[config.mk]
export PLATFORM = sky130hd
export DESIGN_NAME = hazard_forward_unit
export DESIGN_NICKNAME = d
export VERILOG_FILES = /design/src/rtl/hazard_forward_unit.sv
export SDC_FILE = /design/constraint.sdc
export NUM_CORES = 1
export LEC_CHECK = 0
export CAP_MARGIN = 5
export CORE_MARGIN = 2
export CORE_UTILIZATION = 45
export CTS_BUF_LIST = sky130_fd_sc_hd__clkbuf_8
export CTS_CLUSTER_DIAMETER = 120
export CTS_CLUSTER_SIZE = 10
export DETAILED_ROUTE_END_ITERATION = 12
export PLACE_DENSITY = 0.88
export SYNTH_ARGS = -nofsm -noshare
export SYNTH_HDL_FRONTEND = slang
export SYNTH_SLANG_ARGS = --single-unit
[constraint.sdc]
create_clock -name i_Clk -period 3.2 [get_ports i_Clk]
set_clock_uncertainty 0.05 [all_clocks]
set_input_delay 0.48 -clock i_Clk [delete_from_list [all_inputs] [get_ports i_Clk]]
set_output_delay 0.48 -clock i_Clk [all_outputs]
set_load 0.03 [all_outputs]
[src/rtl/hazard_forward_unit.sv]
// hazard_forward_unit
// Scoreboard-based forwarding and load-use hazard unit. It keeps a DEPTH-entry
// shift register that describes every in-flight instruction from EX (entry 0) to
// WB (entry DEPTH-1). For each source operand of the instruction in decode it
// finds the youngest in-flight producer. From that producer it works out either
// a forwarding select, which is registered into EX alongside the instruction, or
// a load-use stall.
//
// Ports
//   i_Clk          clock, all state changes on the rising edge
//   i_Rst          synchronous active-high reset
//   i_IssueValid   decode instruction is valid
//   i_IssueWe      decode instruction writes the register file
//   i_IssueDst     its destination register
//   i_IssueKind    result source: 10 ALU, 11 LDI, 01 LOAD, 00 none
//   i_SrcAddr      packed source addresses, source j at [j*REG_ADDR_W +: REG_ADDR_W]
//   i_SrcUsed      source j is actually read
//   i_Flush        squash the decode instruction and the one in EX
//   i_StallCntClr  clear the stall counter (wins over increment)
//   o_FwdSel       registered per-source select: 0 = RF, k = forward from stage k
//   o_Stall        combinational decode hold / bubble request
//   o_StallCnt     saturating stall-cycle count
module hazard_forward_unit #(
   parameter int REG_ADDR_W = 5,
   parameter int NUM_SRC    = 2,
   parameter int DEPTH      = 3,
   parameter int LOAD_READY = 2,
   parameter int CNT_W      = 16,
   parameter int SEL_W      = (DEPTH > 1) ? $clog2(DEPTH) : 1
) (
   input  logic                          i_Clk,
   input  logic                          i_Rst,
   input  logic                          i_IssueValid,
   input  logic                          i_IssueWe,
   input  logic [REG_ADDR_W-1:0]         i_IssueDst,
   input  logic [1:0]                    i_IssueKind,
   input  logic [NUM_SRC*REG_ADDR_W-1:0] i_SrcAddr,
   input  logic [NUM_SRC-1:0]            i_SrcUsed,
   input  logic                          i_Flush,
   input  logic                          i_StallCntClr,
   output logic [NUM_SRC*SEL_W-1:0]      o_FwdSel,
   output logic                          o_Stall,
   output logic [CNT_W-1:0]              o_StallCnt
);

   localparam logic [1:0] KIND_NONE = 2'b00;
   localparam logic [1:0] KIND_LOAD = 2'b01;

   logic [DEPTH-1:0]      ent_valid;
   logic [REG_ADDR_W-1:0] ent_dst  [DEPTH];
   logic [1:0]            ent_kind [DEPTH];

   logic [NUM_SRC-1:0]       hit;
   logic [NUM_SRC-1:0]       src_hazard;
   logic [NUM_SRC*SEL_W-1:0] sel_next;
   logic                     accept;
   logic                     issue_write;

   // Searching from k=0 upward and latching the first hit per source makes the
   // youngest producer win. A producer about to leave WB writes the RF this
   // cycle, and the RF is write-before-read, so that producer selects the RF.
   always_comb begin
      hit        = '0;
      src_hazard = '0;
      sel_next   = '0;
      for (int j = 0; j < NUM_SRC; j++) begin
         for (int k = 0; k < DEPTH; k++) begin
            if (!hit[j] && i_SrcUsed[j] && ent_valid[k] && (ent_kind[k] != KIND_NONE) &&
                (ent_dst[k] == i_SrcAddr[j*REG_ADDR_W +: REG_ADDR_W])) begin
               hit[j] = 1'b1;
               if (k + 1 == DEPTH) begin
                  sel_next[j*SEL_W +: SEL_W] = '0;
               end else if ((ent_kind[k] == KIND_LOAD) && (k + 1 < LOAD_READY)) begin
                  src_hazard[j] = 1'b1;
               end else begin
                  sel_next[j*SEL_W +: SEL_W] = SEL_W'(k + 1);
               end
            end
         end
      end
   end

   assign o_Stall     = i_IssueValid && !i_Flush && (|src_hazard);
   assign accept      = i_IssueValid && !o_Stall && !i_Flush;
   assign issue_write = accept && i_IssueWe;

   always_ff @(posedge i_Clk) begin
      if (i_Rst) begin
         ent_valid  <= '0;
         o_FwdSel   <= '0;
         o_StallCnt <= '0;
         for (int k = 0; k < DEPTH; k++) begin
            ent_dst[k]  <= '0;
            ent_kind[k] <= KIND_NONE;
         end
      end else begin
         ent_valid[0] <= issue_write;
         ent_dst[0]   <= i_IssueDst;
         ent_kind[0]  <= i_IssueKind;
         // Older stages always advance. On a flush the EX instruction dies as
         // it moves into MEM.
         for (int k = 1; k < DEPTH; k++) begin
            ent_valid[k] <= ent_valid[k-1] && !((k == 1) && i_Flush);
            ent_dst[k]   <= ent_dst[k-1];
            ent_kind[k]  <= ent_kind[k-1];
         end

         o_FwdSel <= accept ? sel_next : '0;

         if (i_StallCntClr) begin
            o_StallCnt <= '0;
         end else if (o_Stall && (o_StallCnt != {CNT_W{1'b1}})) begin
            o_StallCnt <= o_StallCnt + 1'b1;
         end
      end
   end

endmodule

==> results of run 1 <==
-- kinds of logic after synthesis --
family,synth area share (%)
flip-flops,44.5
buffers and inverters,1.78
AO/OA/AOI/OAI,11.4
XOR/XNOR,11.9
AND/OR/NAND/NOR,29.7
adder cells (fa/ha/maj),0.773
-- power by group --
part,internal [mW],switching (mW)
combinational,0.0459,0.0315
clock,0.169,0.148
sequential,0.457,0.00833
-- final cells by class --
class,instances,area [um2],area share (%)
Clock inverter,2,7.51,0.339
Clock buffer,6,82.6,3.73
Inverter,1,3.75,0.169
Sequential cell,36,721,32.5
Multi-Input combinational cell,133,870,39.3
Timing Repair Buffer,48,473,21.4
Tap cell,46,57.6,2.60
-- synthesized netlist by cell type (all sizes together) (2+ instances only) --
| library cell | n |
|---|---|
| a21oi | 10 |
| and3 | 3 |
| buf | 3 |
| clkbuf | 3 |
| dfxtp | 36 |
| nand2 | 8 |
| nand2b | 2 |
| nand3 | 8 |
| nand4 | 7 |
| nor2 | 10 |
| nor2b | 16 |
| nor3 | 3 |
| nor3b | 2 |
| nor4 | 6 |
| o211ai | 3 |
| o21a | 2 |
| o21ai | 11 |
| or2 | 3 |
| or3 | 8 |
| or4 | 3 |
| xnor2 | 8 |
| xor2 | 14 |
-- through the flow --
step | area [um2] | setup WS [ns] | hold slack (ns) | power, mW
floorplan | 1620 | 1.05 | 0.404 | 0.510
global placement | 2120 | 0.281 | 0.433 | 0.551
CTS | 2210 | 0.218 | 0.449 | 0.867
global route | 2210 | 0.0543 | 0.480 | 0.900
finish | 2210 | 0.226 | 0.447 | 0.859
detailed placement | 2120 | 0.226 | 0.440 | 0.553
-- worst min-delay path: stages, from the launching register on --
cell and delay (ns):
dfxtp_1 0.31, o2111ai_1 0.09, nor3_1 0.06
-- per-layer routing --
metal  share of wire, %  wire [um]  up-vias  GRT usage, %
met5                  0          0        -             0
met2                 47       1610       35          30.2
met1                 46       1590      631          22.2
met3                5.0        172        8          5.46
met4                2.3         78        0          8.42
li1                   -          -      730             -
-- registers in the layout, indices dropped and copies added, names as in the netlist --
signal and count:
ent_dst 10, ent_kind 4, ent_valid 2, o_FwdSel 4
o_StallCnt 16
-- placed cells by master (no fill, tap or decap), types with 3 or more instances in the layout --
| master | count |
|---|---|
| nor2b_1 | 16 |
| clkbuf_8 | 6 |
| or3_1 | 8 |
| o21ai_1 | 10 |
| clkdlybuf4s50_1 | 45 |
| xnor2_1 | 8 |
| nor2_1 | 9 |
| nor3_1 | 3 |
| and3_1 | 3 |
| inv_1 | 3 |
| nand4_1 | 7 |
| dfxtp_1 | 36 |
| nand3_1 | 8 |
| a21oi_1 | 10 |
| nand2_1 | 8 |
| xor2_1 | 14 |
| buf_4 | 3 |
| or4_1 | 3 |
| nor4_1 | 4 |
-- worst min path at each step --
stage                                           from                         end  slack (ns)
after floorplan              ent_valid[1]$_SDFF_PP0_      o_FwdSel[1]$_SDFF_PP0_        0.40
after global placement    o_StallCnt[1]$_SDFFE_PP0P_  o_StallCnt[1]$_SDFFE_PP0P_        0.43
after detailed placement     ent_valid[1]$_SDFF_PP0_      o_FwdSel[3]$_SDFF_PP0_        0.44
after CTS                    ent_valid[1]$_SDFF_PP0_      o_FwdSel[3]$_SDFF_PP0_        0.45
after global routing       ent_kind[0][1]$_SDFF_PP0_   ent_kind[0][3]$_SDFF_PP0_        0.48
final                        ent_valid[1]$_SDFF_PP0_      o_FwdSel[3]$_SDFF_PP0_        0.45
==> impl_metrics.py, run 1 <==
metrics = {
    "synthesis": {
        "synth_area_leaders": "dfxtp_1 (45%), xor2_1 (7.6%), nor2b_1 (6.2%)",
        "synthCells": 176,
        "yosysUniqueCellTypes": 35,
        "yosysWarnings": 0,
        "synth_top_area_share_pct": 44.5,
        "async_flop_share_pct": 0,
        "synth.avg_cell_area_um2": 9.20,
        "ys.flop_type": "dfxtp_1",
        "ys_seq_elements": 36,
        "synth_area_mm2": 0.00162,
        "yosysSeqAreaShare_pct": 44.5,
        "synth_nets": 202,
        "synth_edf_count": 0,
        "yosysTopAreaCell": "dfxtp_1",
    },
    "critical_path": {
        "worstReg2RegStart": "ent_dst[0][0]$_SDFF_PP0_",
        "cp-startpoint": "i_SrcAddr[3]",
        "cp-start-kind": "primary input",
        "path_max_fanout": 3,
        "path_cells": "clkdlybuf4s50_1, xnor2_1, nand4_1, nor4_4, o21ai_1, nor2_1, clkdlybuf4s50_1",
        "max_stage_delay_ns": 0.67,
        "cp_num_buf_inv": 2,
        "crit_cells": 7,
        "slowest_stage": "clkdlybuf4s50_1",
        "arrival_ns": 2.44,
        "reg2reg_slack_ns": 1.01,
        "end_kind": "output pin",
        "crit_path_frequent_cell": "clkdlybuf4s50_1",
        "critPathTopFamily": "buffers and inverters",
        "critPathRequiredTime_ns": 2.67,
        "rr_endpoint": "o_StallCnt[7]$_SDFFE_PP0P_",
        "crit_end": "o_Stall",
        "worstSetupPathType": "primary input to output pin",
        "r2r_cells": 7,
    },
    "hold_path": {
        "hp-class": "flop to flop",
        "hold_path_depth": 2,
    },
    "clock_network": {
        "cts_buffers": 5,
        "clk_transition_reported_paths_ns": 0.06,
        "clockBufferDepth": 2,
        "root_buffer": "clkbuf_8",
        "cts_sinks": 36,
        "cts_max_level": 2,
        "cts_hold_buf": 0,
        "post_cts.repair.setup_buffers": 0,
        "cts_tree": "built",
        "clkLatencyLatePin_ns": 0.28,
        "cts_resized": 0,
    },
    "sta": {
        "slew_headroom_pct": 46.9,
        "rsz0062_at_grt": "no",
        "post-route-min-period_ns": 2.97,
        "period_share_pct": 92.9,
        "fmax_ghz": 0.336,
        "slew_violations": 0,
        "hold_viol_final": 0,
        "tns_ns": 0,
        "tightest_slew_ns": 0.797,
        "setup_viol": 0,
    },
    "floorplan": {
        "die_h_um": 64.0,
        "core_area_mm2": 0.00339,
        "die_w_um": 64.0,
        "num_rows": 21,
        "die-area_mm2": 0.00409,
        "pin_count": 46,
        "initial_utilization_pct": 47.8,
    },
    "placed_design": {
        "hpwl_um": 2610,
        "gp_congestion": 0.847,
        "port_buffers": 45,
        "place_inst": 264,
    },
    "finish": {
        "fin_nets": 251,
        "area_delta_synth_final_pct": 36.8,
        "antenna_cells": 0,
        "final_util_pct": 65.3,
        "stdcell_count": 272,
        "nFillCells": 257,
        "drive_gt1_share_pct": 7.08,
    },
    "route": {
        "vias": 1404,
        "finalWirelength_um": 3450,
        "drtIter0Drc": 64,
        "wl_per_cell_um": 12.7,
        "drtAntennaViolNets": 0,
        "drt_first_pass_iters": 4,
        "vias_per_cell": 5.16,
        "route.detailed.drc": 0,
    },
    "pwr": {
        "cellPowerDensity_mw_per_mm2": 388,
        "ir_drop_mv": 0.257,
        "cellLeakagePower_nw": 0.753,
    },
    "global_route": {
        "antenna_found_initial": 0,
        "grt_max_degree": 21,
        "grt_pass1_vias": 1270,
        "grt_pass1_wl_um": 5870,
        "grtUsageTotal_pct": 18.5,
        "grt-ovfl-total": 0,
    },
    "run_status": {
        "status": "finished, final reports clean",
    },
    "run": {
        "cap_violations": 0,
    },
}
Power figures use the tool's default switching activity.
==> run 2, diff against run 1 <==
- PLACE_DENSITY: 0.88 -> 0.82
==> run 2 against run 1 <==
Cell count did not move. Combinational power barely moved. Clock-buffer cell count fell by 1. Critical path type unchanged. Largest cell class unchanged.
==> impl_metrics.py, run 2 (synthesis gave the netlist of run 1 again) <==
metrics = {
    "run_status": {
        "status": "finished, final reports clean",
    },
    "placed_design": {
        "hpwl_um": 2570,
        "post-place-ws_ns": 0.253,
        "port_buffers": 45,
        "post_dp_cell_area_mm2": 0.00212,
        "gp_congestion": 0.829,
        "place_inst": 264,
    },
    "finish": {
        "largestRegisters": "o_StallCnt x16, ent_dst x10",
        "seqCellArea_um2": 721,
        "drive_gt1_share_pct": 7.96,
        "stdcell_count": 272,
        "final_common_cell": "clkdlybuf4s50_1",
        "multi_input_area_um2": 870,
        "nFillCells": 286,
        "antenna_cells": 0,
        "area_delta_synth_final_pct": 38.1,
        "fin_nets": 251,
        "final_util_pct": 66.0,
        "layout_common_cells": "clkdlybuf4s50_1 (45), dfxtp_1 (36), nor2b_1 (16)",
        "top_register": "o_StallCnt",
        "largest_reg_flops": 16,
        "design_area_mm2": 0.00224,
    },
    "clock_network": {
        "clk_transition_reported_paths_ns": 0.07,
        "cts_max_level": 2,
        "root_buffer": "clkbuf_8",
        "post_cts.repair.setup_buffers": 0,
        "clkLatencyLatePin_ns": 0.28,
        "cts_buffers": 5,
        "clockBufferDepth": 2,
        "cts_hold_buf": 0,
        "cts_sinks": 36,
        "cts_tree": "built",
        "cts_resized": 0,
    },
    "global_route": {
        "grt_max_degree": 21,
        "grt_pass1_vias": 1351,
        "grt_pass1_wl_um": 5940,
        "antenna_found_initial": 0,
        "grt-ovfl-total": 0,
        "grtUsageTotal_pct": 18.3,
    },
    "hold_path": {
        "hold_path_depth": 2,
        "whs_endpoint": "o_StallCnt[1]$_SDFFE_PP0P_",
        "worstHoldStart": "o_StallCnt[1]$_SDFFE_PP0P_",
        "hp-class": "flop to flop",
    },
    "critical_path": {
        "path_cells": "clkdlybuf4s50_1, xnor2_1, nand4_1, nor4_4, o21ai_1, nor2_1, clkdlybuf4s50_1",
        "crit_path_frequent_cell": "clkdlybuf4s50_1",
        "max_stage_delay_ns": 0.67,
        "worstSetupPathType": "primary input to output pin",
        "arrival_ns": 2.42,
        "end_kind": "output pin",
        "slowest_stage": "clkdlybuf4s50_1",
        "worstReg2RegStart": "ent_dst[0][0]$_SDFF_PP0_",
        "cp-start-kind": "primary input",
        "rr_endpoint": "o_StallCnt[4]$_SDFFE_PP0P_",
        "r2r_cells": 7,
        "path_max_fanout": 3,
        "reg2reg_slack_ns": 1.03,
        "critPathRequiredTime_ns": 2.67,
    },
    "sta": {
        "post-route-min-period_ns": 2.95,
        "setup_viol": 0,
        "whs_ns": 0.449,
        "period_share_pct": 92.1,
        "slew_headroom_pct": 46.5,
        "slew_violations": 0,
        "fmax_ghz": 0.339,
        "rsz0062_at_grt": "no",
        "tns_ns": 0,
        "hold_viol_final": 0,
        "tightest_slew_ns": 0.803,
        "setup_slack_ns": 0.253,
    },
    "pwr": {
        "report.power.total_mw": 0.934,
        "cellLeakagePower_nw": 0.753,
        "ir_drop_mv": 0.259,
        "cellPowerDensity_mw_per_mm2": 418,
    },
    "run": {
        "cap_violations": 0,
    },
    "floorplan": {
        "initial_utilization_pct": 47.8,
        "die-area_mm2": 0.00409,
        "num_rows": 21,
        "core_area_mm2": 0.00339,
        "die_w_um": 64.0,
        "die_h_um": 64.0,
        "pin_count": 46,
    },
    "route": {
        "vias": 1387,
        "route.detailed.drc": 0,
        "drtAntennaViolNets": 0,
        "drt_first_pass_iters": 4,
        "drtIter0Drc": 73,
        "wl_per_cell_um": 12.3,
        "vias_per_cell": 5.10,
        "finalWirelength_um": 3330,
    },
}
==> run 2: worst max-delay path, delay by kind of cell <==
kind            cells  cell delay (ns)
simple gates        3             0.46
xor+xnor            1             0.13
buf+inv             2             1.19
compound gates      1             0.14
==> run 2: power by group <==
part	internal [mW]	switching, mW	total (mW)
combinational	0.0460	0.0311	0.0771
clock	0.230	0.161	0.392
sequential	0.457	0.00832	0.465
total	0.733	0.201	0.934
==> run 2: cell type report <==
type / instances / share of cell area (%)
clock buffer: 5 / 3.08
clock inverter: 3 / 1.90
inverter: 1 / 0.168
tap: 46 / 2.57
multi-input combinational: 133 / 38.9
sequential: 36 / 32.2
timing repair buffer: 48 / 21.2
==> run 2: worst max path at each step <==
stage	end	cells after the start	startpoint	slack (ns)
after floorplan	o_Stall	5	i_SrcAddr[2]	1.05
after global placement	o_Stall	7	i_SrcAddr[8]	0.28
after detailed placement	o_Stall	7	i_SrcAddr[3]	0.25
after CTS	o_Stall	7	i_SrcAddr[3]	0.25
after global routing	o_Stall	7	i_SrcAddr[3]	0.15
final	o_Stall	7	i_SrcAddr[3]	0.25
==> run 2: layer usage <==
metal  up-vias  GRT usage, %  share of wire [%]
met2        36          28.6                 46
li1        721             -                  -
met1       628          23.6                 49
met4         0          7.07               0.81
met3         2          5.46                4.3
met5         -             0                  0
==> run 3, diff against run 2 <==
- CORE_MARGIN: 2 -> 5
- CORE_UTILIZATION: 45 -> 52
- PLACE_DENSITY: 0.82 -> 0.92
==> run 3 against run 2 <==
Utilization is 7.8 points higher. Worst hold slack improved by 0.00090 ns. Wire length up 11%. First-iteration DRC count grew 55%. Critical path depth unchanged. Clock power is essentially flat. Clock-buffer cell count did not move.
==> impl_metrics.py, run 3 (synthesis gave the netlist of run 1 again) <==
metrics = {
    "floorplan": {
        "die-area_mm2": 0.00433,
        "pin_count": 46,
        "num_rows": 20,
        "die_w_um": 65.8,
        "initial_utilization_pct": 53.5,
        "core_area_mm2": 0.00303,
        "die_h_um": 65.8,
    },
    "route": {
        "vias_per_cell": 5.34,
        "drtAntennaViolNets": 0,
        "finalWirelength_um": 3690,
        "vias": 1443,
        "route.detailed.drc": 0,
        "wl_per_cell_um": 13.7,
        "drt_first_pass_iters": 4,
        "drtIter0Drc": 113,
    },
    "global_route": {
        "grt_pass1_wl_um": 6020,
        "antenna_found_initial": 0,
        "grtUsageTotal_pct": 18.5,
        "grt_max_degree": 21,
        "grt_pass1_vias": 1346,
        "grt-ovfl-total": 0,
    },
    "placed_design": {
        "port_buffers": 45,
        "place_inst": 262,
        "hpwl_um": 2760,
        "gp_congestion": 0.833,
    },
    "finish": {
        "final_common_cell": "clkdlybuf4s50_1",
        "largest_reg_flops": 16,
        "drive_gt1_share_pct": 7.96,
        "stdcell_count": 270,
        "area_delta_synth_final_pct": 37.9,
        "top_register": "o_StallCnt",
        "fin_nets": 251,
        "layout_common_cells": "clkdlybuf4s50_1 (45), dfxtp_1 (36), nor2b_1 (16)",
        "antenna_cells": 0,
        "largestRegisters": "o_StallCnt x16, ent_dst x10",
    },
    "sta": {
        "post-route-min-period_ns": 3.00,
        "rsz0062_at_grt": "no",
        "slew_headroom_pct": 44.7,
        "tns_ns": 0,
        "setup_viol": 0,
        "whs_ns": 0.450,
        "tightest_slew_ns": 0.829,
        "hold_viol_final": 0,
        "slew_violations": 0,
        "fmax_ghz": 0.333,
        "period_share_pct": 93.9,
    },
    "clock_network": {
        "clk_transition_reported_paths_ns": 0.07,
        "cts_max_level": 2,
        "cts_hold_buf": 0,
        "clkLatencyLatePin_ns": 0.29,
        "post_cts.repair.setup_buffers": 0,
        "root_buffer": "clkbuf_8",
        "cts_tree": "built",
        "clockBufferDepth": 2,
        "cts_resized": 0,
        "cts_sinks": 36,
        "cts_buffers": 5,
    },
    "run_status": {
        "status": "finished, final reports clean",
    },
    "hold_path": {
        "worstHoldStart": "o_StallCnt[1]$_SDFFE_PP0P_",
        "hp-class": "flop to flop",
        "whs_endpoint": "o_StallCnt[1]$_SDFFE_PP0P_",
        "hold_path_depth": 2,
    },
    "critical_path": {
        "critPathRequiredTime_ns": 2.67,
        "reg2reg_slack_ns": 0.94,
        "r2r_cells": 7,
        "rr_endpoint": "o_StallCnt[15]$_SDFFE_PP0P_",
        "worstReg2RegStart": "ent_dst[0][0]$_SDFF_PP0_",
        "path_max_fanout": 3,
        "cp-start-kind": "primary input",
        "arrival_ns": 2.47,
        "end_kind": "output pin",
        "worstSetupPathType": "primary input to output pin",
    },
    "run": {
        "cap_violations": 0,
    },
    "pwr": {
        "cellPowerDensity_mw_per_mm2": 419,
        "cellLeakagePower_nw": 0.753,
        "ir_drop_mv": 0.288,
    },
}
## run 3: area by class of cell
type | count | area [um2]
fill | 216 | 795
inverter | 1 | 3.75
clock buffer | 5 | 68.8
tap | 44 | 55.1
multi-input combinational | 133 | 870
timing repair buffer | 48 | 473
clock inverter | 3 | 42.5
sequential | 36 | 721
## run 3: worst max-delay path by stage
| stage | from | endpoint | slack (ns) | cells after the start |
|---|---|---|---|---|
| after floorplan | i_SrcAddr[2] | o_Stall | 1.05 | 5 |
| after global placement | i_SrcAddr[2] | o_Stall | 0.23 | 7 |
| after detailed placement | i_SrcAddr[5] | o_Stall | 0.19 | 7 |
| after CTS | i_SrcAddr[2] | o_Stall | 0.19 | 7 |
| after global routing | i_SrcAddr[5] | o_Stall | 0.11 | 7 |
| final | i_SrcAddr[3] | o_Stall | 0.20 | 7 |
## run 3: worst max-delay path, cell delays in order
cell	delay [ns]
clkdlybuf4s50_1	0.52
xnor2_1	0.13
nand4_1	0.17
nor4_4	0.19
o21ai_1	0.15
nor2_1	0.13
clkdlybuf4s50_1	0.69
## run 3: where the power goes
part	total (mW)	internal, mW	switching, mW
Sequential	0.465	0.457	0.00846
Clock	0.392	0.230	0.161
Combinational	0.0782	0.0459	0.0323
Total	0.935	0.733	0.202
## run 3: stage by stage
stage,worst slack [ns],utilization (%),cell area (um2),power [mW]
after global placement,0.228,70.1,2120,0.550
after detailed placement,0.194,70.1,2120,0.553
after global routing,0.111,73.8,2230,0.973
after CTS,0.192,73.8,2230,0.936
after floorplan,1.05,-,1620,0.510
final,0.196,73.8,2230,0.935
## run 3: metal layers
| layer | vias up | wire, um | track usage [%] |
|---|---|---|---|
| met5 | - | 0 | 0 |
| met4 | 0 | 60 | 7.25 |
| met3 | 6 | 206 | 6.63 |
| met2 | 48 | 1790 | 28.8 |
| met1 | 663 | 1630 | 23.1 |
| li1 | 726 | - | - |
